File: config.mk
export PLATFORM = sky130hd
export DESIGN_NAME = pwm_capture
export DESIGN_NICKNAME = d
export VERILOG_FILES = /design/src/rtl/pwm_pkg.sv /design/src/rtl/pwm_sync_edge.sv /design/src/rtl/pwm_capture.sv
export SDC_FILE = /design/constraint.sdc
export NUM_CORES = 1
export LEC_CHECK = 0
export ABC_AREA = 1
export BUFFER_PORTS_ARGS = -buffer_cell sky130_fd_sc_hd__buf_2
export CORE_MARGIN = 5
export CORE_UTILIZATION = 50
export DETAILED_ROUTE_END_ITERATION = 6
export PLACE_DENSITY_LB_ADDON = 0.1
export SLEW_MARGIN = 30
export SYNTH_ARGS = -nofsm -noshare
export SYNTH_HDL_FRONTEND = slang
export SYNTH_HIERARCHICAL = 1
export SYNTH_SLANG_ARGS = --single-unit
File: constraint.sdc
create_clock -name sys_clk -period 2.91 [get_ports sys_clk]
set_input_delay 0.291 -clock sys_clk [delete_from_list [all_inputs] [get_ports sys_clk]]
set_output_delay 0.291 -clock sys_clk [all_outputs]
set_load 0.05 [all_outputs]
File: src/rtl/pwm_pkg.sv
// Shared types and constants for the PWM generator/capture blocks.
package pwm_pkg;

    typedef enum logic [1:0] {
        IDLE = 2'd0,
        ARM  = 2'd1,
        MEAS = 2'd2
    } pwm_state_t;

    localparam int COUNT_SIZE_DEF = 16;

    function automatic logic [31:0] max_count(input int width);
        return (32'd1 << width) - 32'd1;
    endfunction

endpackage

File: src/rtl/pwm_sync_edge.sv
// Two-flop synchronizer plus history flop; reports synchronized level and edges.
module pwm_sync_edge (
    input  logic sys_clk,
    input  logic rst,
    input  logic async_in,
    output logic level,
    output logic rise,
    output logic fall
);

    // [0] first sync stage, [1] synchronized level, [2] history
    logic [2:0] sync_q, sync_d;

    always_comb begin
        sync_d = {sync_q[1:0], async_in};
    end

    always_ff @(posedge sys_clk or posedge rst) begin
        if (rst) begin
            sync_q <= '0;
        end else begin
            sync_q <= sync_d;
        end
    end

    assign level = sync_q[1];
    assign rise  = sync_q[1] & ~sync_q[2];
    assign fall  = ~sync_q[1] & sync_q[2];

endmodule

File: src/rtl/pwm_capture.sv
// Measures period and high time of an external PWM input and publishes each
// completed period as a coherent {period, high} pair with valid/overrun status.
module pwm_capture
    import pwm_pkg::*;
#(
    parameter int COUNT_SIZE = COUNT_SIZE_DEF
) (
    input  logic                  sys_clk,
    input  logic                  rst,
    input  logic                  ena,
    input  logic                  use_sys,
    input  logic                  clk_in,
    input  logic                  pwm_in,
    input  logic                  rd,
    output logic [COUNT_SIZE-1:0] period_out,
    output logic [COUNT_SIZE-1:0] high_out,
    output logic                  sample_valid,
    output logic                  overrun,
    output logic                  stuck_high,
    output logic                  stuck_low
);

    localparam logic [COUNT_SIZE-1:0] MAX = COUNT_SIZE'(max_count(COUNT_SIZE));

    pwm_state_t            state_q, state_d;
    logic [COUNT_SIZE-1:0] cnt_q, cnt_d, hi_lat_q, hi_lat_d;
    logic [COUNT_SIZE-1:0] period_q, period_d, high_q, high_d;
    logic                  valid_q, valid_d, overrun_q, overrun_d;
    logic                  stuck_high_q, stuck_high_d, stuck_low_q, stuck_low_d;
    logic                  rd_q, rd_d;

    logic                  lvl, rise, fall, tick, rd_edge, publish;
    logic [COUNT_SIZE-1:0] cnt_inc;

    pwm_sync_edge u_sync (
        .sys_clk  (sys_clk),
        .rst      (rst),
        .async_in (pwm_in),
        .level    (lvl),
        .rise     (rise),
        .fall     (fall)
    );

    assign tick    = use_sys | clk_in;
    assign rd_edge = rd & ~rd_q;

    always_comb begin
        state_d      = state_q;
        cnt_d        = cnt_q;
        hi_lat_d     = hi_lat_q;
        period_d     = period_q;
        high_d       = high_q;
        valid_d      = valid_q;
        overrun_d    = overrun_q;
        stuck_high_d = stuck_high_q;
        stuck_low_d  = stuck_low_q;
        rd_d         = rd;
        publish      = 1'b0;
        cnt_inc      = (cnt_q == MAX) ? MAX : cnt_q + COUNT_SIZE'(tick);

        if (!ena) begin
            state_d  = IDLE;
            cnt_d    = '0;
            hi_lat_d = '0;
        end else begin
            case (state_q)
                IDLE: state_d = ARM;
                ARM, MEAS: begin
                    if (rise) begin
                        if (state_q == MEAS) begin
                            period_d = cnt_q;
                            high_d   = hi_lat_q;
                            publish  = 1'b1;
                        end
                        state_d      = MEAS;
                        cnt_d        = COUNT_SIZE'(tick);
                        stuck_high_d = 1'b0;
                        stuck_low_d  = 1'b0;
                    end else if (cnt_q == MAX && !fall) begin
                        // Input has not moved for a full counter span.
                        period_d     = MAX;
                        high_d       = lvl ? MAX : '0;
                        stuck_high_d = stuck_high_q | lvl;
                        stuck_low_d  = stuck_low_q | ~lvl;
                        publish      = 1'b1;
                        state_d      = ARM;
                        cnt_d        = '0;
                    end else begin
                        if (fall && state_q == MEAS) begin
                            hi_lat_d = cnt_q;
                        end
                        cnt_d = cnt_inc;
                    end
                end
                default: state_d = IDLE;
            endcase
        end

        // A read landing on the publish cycle acknowledges the old sample only.
        if (publish) begin
            valid_d   = 1'b1;
            overrun_d = rd_edge ? 1'b0 : (valid_q | overrun_q);
        end else if (rd_edge) begin
            valid_d   = 1'b0;
            overrun_d = 1'b0;
        end
    end

    always_ff @(posedge sys_clk or posedge rst) begin
        if (rst) begin
            state_q      <= IDLE;
            cnt_q        <= '0;
            hi_lat_q     <= '0;
            period_q     <= '0;
            high_q       <= '0;
            valid_q      <= 1'b0;
            overrun_q    <= 1'b0;
            stuck_high_q <= 1'b0;
            stuck_low_q  <= 1'b0;
            rd_q         <= 1'b0;
        end else begin
            state_q      <= state_d;
            cnt_q        <= cnt_d;
            hi_lat_q     <= hi_lat_d;
            period_q     <= period_d;
            high_q       <= high_d;
            valid_q      <= valid_d;
            overrun_q    <= overrun_d;
            stuck_high_q <= stuck_high_d;
            stuck_low_q  <= stuck_low_d;
            rd_q         <= rd_d;
        end
    end

    assign period_out   = period_q;
    assign high_out     = high_q;
    assign sample_valid = valid_q;
    assign overrun      = overrun_q;
    assign stuck_high   = stuck_high_q;
    assign stuck_low    = stuck_low_q;

endmodule
Word level (Yosys, flattened, before mapping)
Index checks and enable logic that the tools add are counted.
W data, S select, Z words.
Operators by class
  $add $sub $neg: 1
  equal/unequal tests: 9
  muxes and demuxes: 34
  bitwise logic cells: 10
  reduce and logical (&&, ||, !) cells: 10
Operators by type and width (count)
  $mux W16: 17
  $add A16 B1 Y16: 1
  $eq A16 B16 Y1 const B: 1
  $mux W1: 13
  $reduce_and A4 Y1: 2
  $mux W2: 3
  $ne A2 B1 Y1 const B: 3
  $ne A2 B2 Y1 const B: 2
  $ne A4 B4 Y1 const B: 1
  $or A1 B1 Y1: 4
  $pmux W2 S2: 1
  $reduce_bool A2 Y1: 2
  $and A1 B1 Y1: 3
  $not A1 Y1: 3
  $reduce_and A3 Y1: 1
  $eq A2 B1 Y1 const B: 1
  $eq A2 B2 Y1 const B: 1
  $logic_and A1 B1 Y1: 2
  $logic_not A2 Y1: 1
  $reduce_or A2 Y1: 1
  $logic_not A1 Y1: 1
Word-level totals
  flip-flop bits (word level): 74
  input port bits: 7
  output and inout bits: 36
  word-level logic and storage cells: 75

Depth between registers and ports, before layout
  word-level depth: 9
  depth in mapped cells: 11
  depth with buffers taken out: 11

By module
The synthesis kept the hierarchy.
Modules (own cells, without submodules)
  pwm_capture: instances 1, cells an instance 477, area an instance 3721.1 um2, seq. area each 1776.7 um2
  pwm_sync_edge: instances 1, cells an instance 8, area an instance 93.8 um2, seq. area each 75.1 um2

Worst setup path after synthesis
No wires, ideal clock.
  kind: reg2reg
  start point: reg u_sync.sync_q[1]
  end point: reg high_q[0], in the netlist high_out[0]
  setup time: 0.119 ns
  arrival: 1.515 ns
  data required time: 2.791 ns
  path slack: 1.276 ns
  cell stages (with the launch flop): 10
  path buffers: 3
  period minus slack after synthesis: 1.634 ns
  cell sequence: dfrtp_1 inv_1 nor2_1 buf_2 inv_2 or2_2 buf_2 clkbuf_1 nand4_1 nand2_1
On the way
  elaborated cells between the ends (all ways): 11
  those cells by class: 1 x eq/ne; 3 x mux; 3 x bitwise; 4 x reduce/logical
RTL lines
  start: declaration: RTL line pwm_sync_edge.sv:12  | logic [2:0] sync_q, sync_d;
  start signal: assignment: RTL line pwm_sync_edge.sv:22  | sync_q <= sync_d;
  $and A1 B1 Y1 *: RTL line pwm_sync_edge.sv:27  | assign rise = sync_q[1] & ~sync_q[2];
  named net rise: RTL line pwm_capture.sv:32  | logic lvl, rise, fall, tick, rd_edge, publish;
  $ne A2 B1 Y1 (no source line) or $reduce_bool A2 Y1 (tied branches)
  $reduce_and A4 Y1 (no source line)
  end signal: assignment: RTL line pwm_capture.sv:126  | high_q <= high_d;
  end: declaration: RTL line pwm_capture.sv:27  | logic [COUNT_SIZE-1:0] period_q, period_d, high_q, high_d;
Mark *: on every way through the listed nets, which the timed path passes. The rest lies on a longest branch. The select of a mux whose other input is x is not followed.
A chain may end at the register's enable or synchronous reset.

Final worst setup path
  start point: reg cnt_q[9]
  end point: reg period_q[12], in the netlist period_out[12]
On the way
  cells in the longest elaborated chain, start to end: 4
RTL lines
  start: declaration: RTL line pwm_capture.sv:26  | logic [COUNT_SIZE-1:0] cnt_q, cnt_d, hi_lat_q, hi_lat_d;
  start signal: assignment: RTL line pwm_capture.sv:123  | cnt_q <= cnt_d;
  $eq A16 B16 Y1: RTL line pwm_capture.sv:79  | end else if (cnt_q == MAX && !fall) begin
  $logic_and A1 B1 Y1: RTL line pwm_capture.sv:79
  $reduce_bool A2 Y1 (no source line)
  $reduce_and A4 Y1 (no source line)
  end signal: assignment: RTL line pwm_capture.sv:125  | period_q <= period_d;
  end: declaration: RTL line pwm_capture.sv:27
No other way between the ends.

==> results.ini <==
[yosys]
synthTopCellsByArea=dfrtp_1 49%, nand2_1 15%, o21ai_0 6.4%, nand4_1 6.1%, inv_1 4.6%
netlist.area_leader.share_pct=48.5
synthFlopType=dfrtp_1
ys_ff_latch=74
synth-edff-count=0
async_flop_share_pct=100
synth_top_area_cell=dfrtp_1
synth.most_common_cell=nand2_1
synth_area_um2=3810
yosysWarnings=6
syn_area_per_cell_um2=7.87
syn-num-nets=497
synthTopCellsByCount=152 x nand2_1, 74 x dfrtp_1, 49 x o21ai_0
synthCells=485
ys_types=25
ys_seq_area_share_pct=48.5

[sta]
drv_slew=0
finalSetupViolCount=0
finalHoldViolCount=0
fin_skew_ns=0.0127
timing.slew.headroom_pct=57.4
fmax_mhz=472
hold-worst-slack_ns=0.0499
fin_crit_ns=2.12
final.setup.tns_ns=0
worst_slew_pin_slew_ns=0.640
period_share_pct=72.9
rsz0062_at_grt=false

[grt]
grt_pass1_vias=3271
antenna_found_initial=0
overflow=0
grt_usage_pct=20.7
grt_pass1_wl_um=16000
grt_max_degree=36

[setup_path]
startpoint=cnt_q[9]
arrival_ns=2.36
critPathRequiredTime_ns=3.15
path_cells=nand2_2, nor2_4, nand2_2, nor2_4, nand2_4, nand2_8, nand3_4, nand2_1, nand2_1
crit_path_max_fanout=35
cp-end-kind=register
crit_family=simple AND/OR/NAND/NOR gates
path_class=register to register
start_kind=register
crit_path_top_delay_cell=dfrtp_1
path_buf_inv=0
r2r-start=cnt_q[9]
cpPeakStageDelay_ns=0.53

[routing]
totalWireLength_um=9170
drt_first_pass_iters=4
wl_per_cell_um=14.7
drcViolationCount=0
num_vias=3252
antenna_left=0
drtIter0Drc=139
viasPerCell=5.21

[final_layout]
fin_nets=533
final_core_util_pct=58.2
multiInputGateArea_um2=1650
insertedDiodeCount=0
drive_gt1_share_pct=18.1
nFillCells=711
syn_to_final_growth_pct=11.8
ff_latch_area_um2=1850

[floorplanning]
dieHeight_um=97.4
die_x_um=97.4
core_um2=7330
rows=31
start_util_pct=52.0
pin_count=43
dieArea_um2=9480

[placement]
dp_hpwl_um=6480
gp_congestion=0.896
portBuffers=42

[clocking]
clkSinkCount=74
tritoncts=built
insertion_delay_ns=0.35
h-tree-depth=3
cts_repair_resize_count=0
cts-root-buf=clkbuf_8
cts_buffer_depth=2
clk_pin_slew_ns=0.08
cts_buffers=9

[power]
power_frac_seq_pct=37.9
powerDensity_nw_per_um2=870
switchingPower_uw=1740
p_sw_share_pct=46.8
p_leak_uw=0.00211
p_int_uw=1970
power_frac_comb_pct=40.6
clkPwrFrac_pct=21.4
peakVddDrop_mv=0.372

[min_path]
worst_hold_startpoint=pwm_in
worstHoldPathType=input pin to register

[job]
drv_cap=0

[status]
outcome=completed

[cells in the final DEF, fill, tap and decap left out]
| cell type | n |
|---|---|
| nor3_1 | 3 |
| or2_2 | 5 |
| nand3_2 | 1 |
| buf_2 | 42 |
| bufinv_16 | 1 |
| dlygate4sd3_1 | 1 |
| inv_6 | 1 |
| inv_1 | 46 |
| nand3_4 | 1 |
| nand2_4 | 1 |
| dfrtp_1 | 74 |
| xor2_1 | 3 |
| inv_2 | 4 |
| nand3_1 | 28 |
| clkinvlp_4 | 2 |
| a32oi_1 | 1 |
| o21ai_0 | 49 |
| nand4_1 | 37 |
| a21oi_1 | 3 |
| nor2_4 | 3 |
| o22ai_1 | 1 |
| buf_4 | 6 |
| clkbuf_8 | 9 |
| clkinv_2 | 1 |
| ha_1 | 5 |
| nand2_8 | 1 |
| nor2_1 | 27 |
| nand2_2 | 16 |
| nand2_1 | 152 |
| clkinv_4 | 1 |
[cell type report]
| type | count | share of cell area (%) |
|---|---|---|
| repair buffers | 49 | 6.22 |
| multi-input cells | 337 | 38.6 |
| clock inverters | 6 | 1.58 |
| well taps | 99 | 2.90 |
| clock buffers | 9 | 2.90 |
| inverters | 50 | 4.40 |
| flip-flops and latches | 74 | 43.4 |
[flip-flops by register name (all words and copies together), names as in the netlist]
register,flops
cnt_q,16
u_sync/sync_q,3
rd_q,1
sample_valid,1
high_out,16
overrun,1
state_q,2
stuck_low,1
stuck_high,1
hi_lat_q,16
period_out,16
[power by group through the flow]
stage / Clock [µW] / Combinational (µW) / Sequential, µW
3_3_place_gp: 0 / 1500 / 1420
5_1_grt: 853 / 1620 / 1450
3_5_place_dp: 0 / 1520 / 1430
4_1_cts: 814 / 1530 / 1410
2_1_floorplan: 0 / 378 / 2210
6_report: 795 / 1510 / 1410
[per-layer routing]
layer / track usage, % / up-vias / wire length [µm]
li1: - / 1635 / -
met1: 27.6 / 1522 / 4230
met2: 33.8 / 86 / 4290
met3: 5.17 / 9 / 544
met4: 5.64 / 0 / 105
met5: 0 / - / 0
[path summary, 6_finish.rpt]
| check | end | slack [ns] | cells past startpoint |
|---|---|---|---|
| setup / recovery | period_out[12] | 0.79 | 9 |
| hold / removal | u_sync/sync_q[0] | 0.05 | 1 |
| setup reg to reg | period_out[12] | 0.79 | 9 |
| hold reg to reg | u_sync/sync_q[1] | 0.36 | 0 |
| max in group asynchronous | hi_lat_q[15] | 1.74 | 4 |
| min in group asynchronous | u_sync/sync_q[1] | 0.36 | 3 |
[what timing repair did]
action,CTS,global route
hold buffers,1,0
setup buffers,0,0
endpoints found under the hold margin,18,0
[through the flow]
stage	setup WS, ns	power, µW	instances	cell area (µm²)
5_1_grt	0.580	3920	624	4270
3_5_place_dp	0.739	2950	608	4070
3_3_place_gp	0.778	2920	608	4070
6_report	0.790	3710	624	4270
2_1_floorplan	0.822	2590	485	3810
4_1_cts	0.733	3750	624	4270
[cell families (layout without fill, tap and decap cells)]
| group | Yosys count | after routing | share of synthesized area [%] |
|---|---|---|---|
| compound gates | 54 | 54 | 7.22 |
| buf+inv | 74 | 114 | 8.30 |
| xor+xnor | 3 | 3 | 0.689 |
| flops | 74 | 74 | 48.5 |
| simple gates | 275 | 275 | 33.6 |
| fa+ha+maj | 5 | 5 | 1.64 |
Power figures use the tool's default switching activity.
